## config.mk

```make
export PLATFORM = sky130hd
export DESIGN_NAME = comma_aligner
export DESIGN_NICKNAME = d
export VERILOG_FILES = /design/src/rtl/comma_aligner.sv
export SDC_FILE = /design/constraint.sdc
export NUM_CORES = 1
export LEC_CHECK = 0
export ABC_AREA = 1
export BUFFER_PORTS_ARGS = -buffer_cell sky130_fd_sc_hd__buf_4
export CAP_MARGIN = 20
export CORE_MARGIN = 4
export CORE_UTILIZATION = 60
export DETAILED_ROUTE_END_ITERATION = 10
export HOLD_SLACK_MARGIN = 0.03
export PLACE_DENSITY = 0.92
export REMOVE_ABC_BUFFERS = 1
export SETUP_SLACK_MARGIN = 0.05
export SLEW_MARGIN = 20
export SYNTH_ARGS = -nofsm -noshare
export SYNTH_HDL_FRONTEND = slang
export SYNTH_SLANG_ARGS = --single-unit
```

## constraint.sdc

```tcl
create_clock -name clock -period 2.7 [get_ports clock]
set_clock_uncertainty 0.15 [all_clocks]
set_input_delay 0.54 -clock clock [delete_from_list [all_inputs] [get_ports clock]]
set_output_delay 0.54 -clock clock [all_outputs]
set_load 0.005 [all_outputs]
```

## src/rtl/comma_aligner.sv

```systemverilog
// Word aligner ahead of the 8B/10B decoder: finds the comma (0011111 /
// 1100000) at any of the 10 bit offsets of the raw deserializer stream,
// locks onto that offset and re-hunts when the decoder keeps reporting
// code errors.
module comma_aligner #(
  parameter int LOCK_COUNT = 3,
  parameter int LOSS_COUNT = 4
) (
  input  logic       clock,
  input  logic       reset,
  input  logic [9:0] in,
  input  logic       code_err_in,
  output logic [9:0] out,
  output logic       out_valid,
  output logic       comma,
  output logic       locked,
  output logic [3:0] offset
);

  typedef enum logic [1:0] {HUNT, SYNC, LOCKED} state_t;

  localparam logic [3:0] LOCK_N = 4'(LOCK_COUNT);
  localparam logic [3:0] LOSS_N = 4'(LOSS_COUNT);

  // Counters stick at 15 instead of wrapping.
  function automatic logic [3:0] sat_inc(input logic [3:0] v);
    return (v == 4'd15) ? v : v + 4'd1;
  endfunction

  function automatic logic is_comma(input logic [6:0] b);
    return (b == 7'b0011111) || (b == 7'b1100000);
  endfunction

  logic [19:0] hist_p0;
  logic [9:0]  cand [10];
  logic [9:0]  comma_vec;
  logic [3:0]  first_k;
  logic        any_comma;
  logic [9:0]  cand_sel;
  logic        comma_sel;

  state_t      state_q, state_d;
  logic [3:0]  match_q, match_d;
  logic [3:0]  err_q, err_d;
  logic [3:0]  offset_q, offset_d;

  // Stage 0: two-word history; older word in the upper half, in[9] first in time.
  always_ff @(posedge clock or negedge reset) begin
    if (!reset) hist_p0 <= '0;
    else        hist_p0 <= {hist_p0[9:0], in};
  end

  // Extract all ten candidate code groups, flag commas, find the lowest comma offset.
  always_comb begin
    comma_vec = '0;
    first_k   = '0;
    for (int k = 0; k < 10; k++) begin
      cand[k]      = hist_p0[(19 - k) -: 10];
      comma_vec[k] = is_comma(cand[k][9:3]);
    end
    for (int k = 9; k >= 0; k--) begin
      if (comma_vec[k]) first_k = 4'(k);
    end
    any_comma = |comma_vec;
  end

  // Select the candidate at the currently held offset.
  always_comb begin
    cand_sel  = '0;
    comma_sel = 1'b0;
    for (int k = 0; k < 10; k++) begin
      if (offset_q == 4'(k)) begin
        cand_sel  = cand[k];
        comma_sel = comma_vec[k];
      end
    end
  end

  // Stage 1: aligned output register; valid tracks the state held before the edge.
  always_ff @(posedge clock or negedge reset) begin
    if (!reset) begin
      out       <= '0;
      comma     <= 1'b0;
      out_valid <= 1'b0;
    end else begin
      out       <= cand_sel;
      comma     <= comma_sel;
      out_valid <= (state_q == LOCKED);
    end
  end

  // Alignment state and counters.
  always_ff @(posedge clock or negedge reset) begin
    if (!reset) begin
      state_q  <= HUNT;
      match_q  <= '0;
      err_q    <= '0;
      offset_q <= '0;
    end else begin
      state_q  <= state_d;
      match_q  <= match_d;
      err_q    <= err_d;
      offset_q <= offset_d;
    end
  end

  // Hunt for a comma, confirm it at one offset, then watch decoder errors while locked.
  always_comb begin
    state_d  = state_q;
    match_d  = match_q;
    err_d    = err_q;
    offset_d = offset_q;
    case (state_q)
      HUNT: begin
        if (any_comma) begin
          offset_d = first_k;
          match_d  = 4'd1;
          err_d    = '0;
          state_d  = (LOCK_N <= 4'd1) ? LOCKED : SYNC;
        end
      end
      SYNC: begin
        if (comma_sel) begin
          match_d = sat_inc(match_q);
          if (sat_inc(match_q) >= LOCK_N) begin
            state_d = LOCKED;
            err_d   = '0;
          end
        end else if (any_comma) begin
          offset_d = first_k;
          match_d  = 4'd1;
        end
      end
      LOCKED: begin
        err_d = code_err_in ? sat_inc(err_q) : 4'd0;
        if ((code_err_in ? sat_inc(err_q) : 4'd0) >= LOSS_N) begin
          state_d = HUNT;
          match_d = '0;
          err_d   = '0;
        end
      end
      default: state_d = HUNT;
    endcase
  end

  assign locked = (state_q == LOCKED);
  assign offset = offset_q;

endmodule

```

# Word level (Yosys, flattened, before mapping)
# Cells that the tools add are included.
# Widths: inputs -> output; s select.
[totals]
out_inout_bits = 17
wordCells = 119
register_bits = 46
[classes]
order_cmp = 2
n_addsub = 2
n_reduce_logical = 19
eq_ne = 38
mux = 50
[ops]
columns = ["op", "n"]
rows = [
  ["$mux 10", 10],
  ["$mux 4", 22],
  ["$eq 7x5->1 const B", 10],
  ["$eq 7x7->1 const B", 10],
  ["$pmux 4 s3", 2],
  ["$eq 4x3->1 const B", 4],
  ["$eq 4x4->1 const B", 4],
  ["$logic_or 1x1->1", 10],
  ["$mux 1", 10],
  ["$reduce_or 10->1", 1],
  ["$add 4x1->4 const B", 2],
  ["$eq 4x2->1 const B", 2],
  ["$mux 2", 4],
  ["$ne 2x2->1 const B", 4],
  ["$pmux 4 s2", 1],
  ["$reduce_and 4->1", 2],
  ["$pmux 2 s3", 1],
  ["$eq 4x1->1 const B", 1],
  ["$ge 4x2->1 const B", 1],
  ["$ge 4x3->1 const B", 1],
  ["$logic_not 4->1", 1],
  ["$reduce_and 2->1", 2],
  ["$reduce_bool 3->1", 1],
  ["$eq 2x1->1 const B", 1],
  ["other kinds (4)", 4],
]

# Longest topological paths before layout
[logic_depth]
word_depth = 15
ltp_mapped = 17
ltp_nobuf = 16

# Least setup slack after synthesis
# No wires, ideal clock.
[synth_timing]
path_type = "register -> register"
start = "register offset_q[0] (netlist: offset[0])"
end = "register offset_q[3] (netlist: offset[3])"
path_stages_with_launch = 15
required_time_ns = 2.427
arrival_ns = 1.663
setup_ns = 0.123
path_slack_ns = 0.764
cell_sequence = "dfrtp_1 inv_1 nor2_1 nand2_1 inv_1 nand2_1 nand3_2 nor2_2 nand4_2 nor2_4 nand3_4 nand2_2 nand2_4 nand2_1 o21ai_2"
[synth_via]
elab_chain_len = 13
word_cells_on_any_way = 22
[synth_rtl]
columns = ["element", "line", "source"]
rows = [
  ["start, declared", "45", "logic [3:0] offset_q, offset_d;"],
  ["start signal, assigned", "103", "offset_q <= offset_d;"],
  ["$logic_not 4->1", "72", "if (offset_q == 4'(k)) begin"],
  ["$mux 1 (9 in a row)", "72", ""],
  ["$mux 1 *", "72", ""],
  ["net comma_sel", "40", "logic comma_sel;"],
  ["$ne 2x2->1 (no line) *", "-", ""],
  ["$reduce_and 2->1 (no line) *", "-", ""],
]
# The timed path passes the listed nets; every way through them passes the cells marked *.
# A chain may end at the register's enable or synchronous reset.

# Worst setup path in the final report
[layout_timing]
start = "register hist_p0[11]"
end = "register offset_q[3] (netlist: offset[3])"
[layout_via]
word_cells_on_any_way = 44
[layout_rtl]
columns = ["element", "line", "source"]
rows = [
  ["start, declared", "34", "logic [19:0] hist_p0;"],
  ["start signal, assigned", "50", "else hist_p0 <= {hist_p0[9:0], in};"],
  ["$eq 7x5->1 or $eq 7x7->1 (tied branches)", "31", "return (b == 7'b0011111) || (b == 7'b1100000);"],
  ["$logic_or 1x1->1", "31", ""],
  ["$mux 1 (6 in a row)", "72", ""],
  ["$mux 1 * (2 in a row)", "72", ""],
  ["net comma_sel", "40", ""],
  ["$ne 2x2->1 (no line) *", "-", ""],
  ["$reduce_and 2->1 (no line) *", "-", ""],
]
# The timed path passes the listed nets; every way through them passes the cells marked *. The select of a mux whose other input is x is not followed.

==> run summary <==
CP Depth = 15
Num CTS Buffers = 5
clock tree sinks = 46
clk_lat worst skew = 300 ps
Reg clk slew, reported paths = 90 ps
slew at the pin with the worst max-slew slack = 553.2 ps
global-route wire length before repair = 13490 um
post-CTS resize count = 0
final hold violations = 0
total wire length = 7868 um
synthesized area per cell = 7.054 sq um
CP startpoint kind = flop
maxcap violations = 0
WP data required = 2730 ps
Via Count = 3115
core footprint = 0.004848 sq mm
Initial Util = 63.43%
Syn Inst Count = 436
H-tree levels = 2
Hold Buf Count CTS = 0
DP HPWL = 5905 um
P&R area growth vs syn = 12.29%
slowest stage cell, crit path = dfrtp_1
Power Dens Cells = 649.5 mW/mm^2
Setup TNS = 0 ps
Chip Height = 79.60 um
ANT cells = 0
Critical Path AT = 2380 ps
Post-DP Area = 0.003362 sq mm
Lkg Pwr = 0.001711 uW
status = finished, final reports clean
drc violations = 0
Yosys reg bits = 46
FMAX = 0.4266 GHz
initial antenna violation count = 0
# setup viols final = 0
HP Class = input pin to async pin
Max Buffers Root-to-Sink = 2
crit path max fanout = 11
remaining antenna violation count = 0
Unique masters post-synth = 35
Worst slew margin = 63.12%
Avg WL per Cell = 14.68 um
drt initial violations = 368
drt pass-1 iters = 5
layout cells sized above 1 = 16.84%
Port Buffers = 29
sequential share of the synthesized area = 37.43%
RSZ-0062 raised after global routing = no
reg2reg path depth = 15
Clk Tree Root Cell = clkbuf_8
vias in the first global route = 2927
fin crit share = 86.82%
CP max stage delay = 560 ps
pin count of the biggest net entering global routing = 47
Worst Path Buf+Inv = 1
post-CTS setup buffer count = 0
Area contributors post-synth = dfrtp_1 (37%), nand2_1 (12%), inv_1 (6.8%)
# IOs = 30
Core Rows = 25
VDD IR max = 0.0005053 V
die area = 0.006335 sq mm
crit path time final = 2344 ps
CP endpoint kind = flop
CTS tree = yes
leading area contributor after synthesis = dfrtp_1
Mapped Area = 0.003075 sq mm
max-slew violations = 0
Die X = 79.60 um
RD Place Congestion = 1.016
Tot GR Track Use = 26.81%
Final Instance Area = 0.003453 sq mm
WS Path Type = flop to flop
grt ovf = 0
fin nets = 488
top cell type's share of synthesized area = 37.43%
vias per cell = 5.812
yosys warns = 0
worst path cell trace = inv_1, nand2_1, nor2_1, nand2_2, nand2_2, nand2_1, nand3_2, nor2_2, nand4_2, nor2_4, nand3_4, nand2_2, nand2_4, nand2_1, o21ai_2
top cell family by delay on the critical path = simple AND/OR/NAND/NOR gates
## through the flow
step                power [uW]  utilization [%]  hold WS, ps  setup slack, ps  instances
global placement          1787            69.34        182.5            498.4        528
floorplan                 1482                -        94.41            377.2        428
global route              2412            71.23        108.8            175.6        536
finish                    2243            71.23        75.35            355.9        536
detailed placement        1812            69.34        200.8            441.9        528
CTS                       2242            71.23        92.71            409.3        536
## state kept, by name, indices dropped and copies added, names as in the netlist
signal,cells
hist_p0,20
out,10
err_q,4
match_q,4
offset,4
state_q,2
comma,1
out_valid,1
## synthesized netlist by cell type
cell       instances
a31oi_1            1
inv_4              1
nand3b_2           1
nand4_2            1
nor2_1            54
o22ai_1           12
clkbuf_8           1
or2_2              1
nand2_4            4
dfrtp_1           46
o21ai_0           28
o21ai_1            5
inv_1             56
nor3_1            11
xor2_1             2
o2111ai_1          5
nand3_2            3
inv_2              8
a221oi_1           1
o21ai_2            3
nand3_1           15
nand2_2           11
buf_2              4
nor2_4             1
a21oi_1           23
clkbuf_1           3
ha_1               7
nand3_4            1
nor2_2             3
o221ai_1           1
and3_1             1
nand2_1          102
nand4_1           12
o21bai_1           1
o211ai_1           7
## cell families after synthesis
| group | share of synthesized area, % |
|---|---|
| xor+xnor | 0.5697 |
| simple gates | 33.12 |
| buf+inv | 9.479 |
| flops | 37.43 |
| fa+ha+maj | 2.848 |
| compound gates | 16.56 |
## worst paths after layout
kind                                  start          end  slack, ps
worst max-delay path            hist_p0[11]    offset[3]        360
worst min-delay path                  reset   hist_p0[6]         80
worst max register to register  hist_p0[11]    offset[3]        360
worst min register to register   hist_p0[0]  hist_p0[10]        220
max in group asynchronous             reset    offset[0]       1940
min in group clock                    in[1]   hist_p0[1]        190
## area by class of cell
cell class                 instances  area [sq um]
multi-input combinational        317          1633
fill                             408          1395
sequential                        46          1151
timing repair buffer              33         247.7
inverter                          65         246.5
tap                               67         83.83
clock buffer                       5         68.82
clock inverter                     3         22.52
## where the power goes
part / total [uW] / internal, uW / switching [uW]
logic: 914 / 368 / 546
clock network: 428 / 187 / 241
registers: 901 / 807 / 94.0
total: 2240 / 1360 / 881
## placed cells by master (no fill, tap or decap), types with 2 or more instances in the layout
master	synthesis	layout
a21oi_1	23	23
buf_4	0	33
clkbuf_8	1	5
dfrtp_1	46	46
ha_1	7	7
inv_1	56	56
inv_2	8	8
inv_6	0	2
nand2_1	102	102
nand2_2	11	11
nand2_4	4	4
nand3_1	15	15
nand3_2	3	3
nand4_1	12	12
nor2_1	54	54
nor2_2	3	3
nor3_1	11	11
o2111ai_1	5	5
o211ai_1	7	7
o21ai_0	28	28
o21ai_1	5	5
o21ai_2	3	3
o22ai_1	12	12
xor2_1	2	2
## layer usage
layer / GRT usage (%) / share of wire (%)
met5: 0 / 0
met4: 9.966 / 3.0
met3: 5.869 / 11
met2: 41.40 / 45
met1: 36.88 / 41
Note: power is estimated with default switching activity, not from simulation.
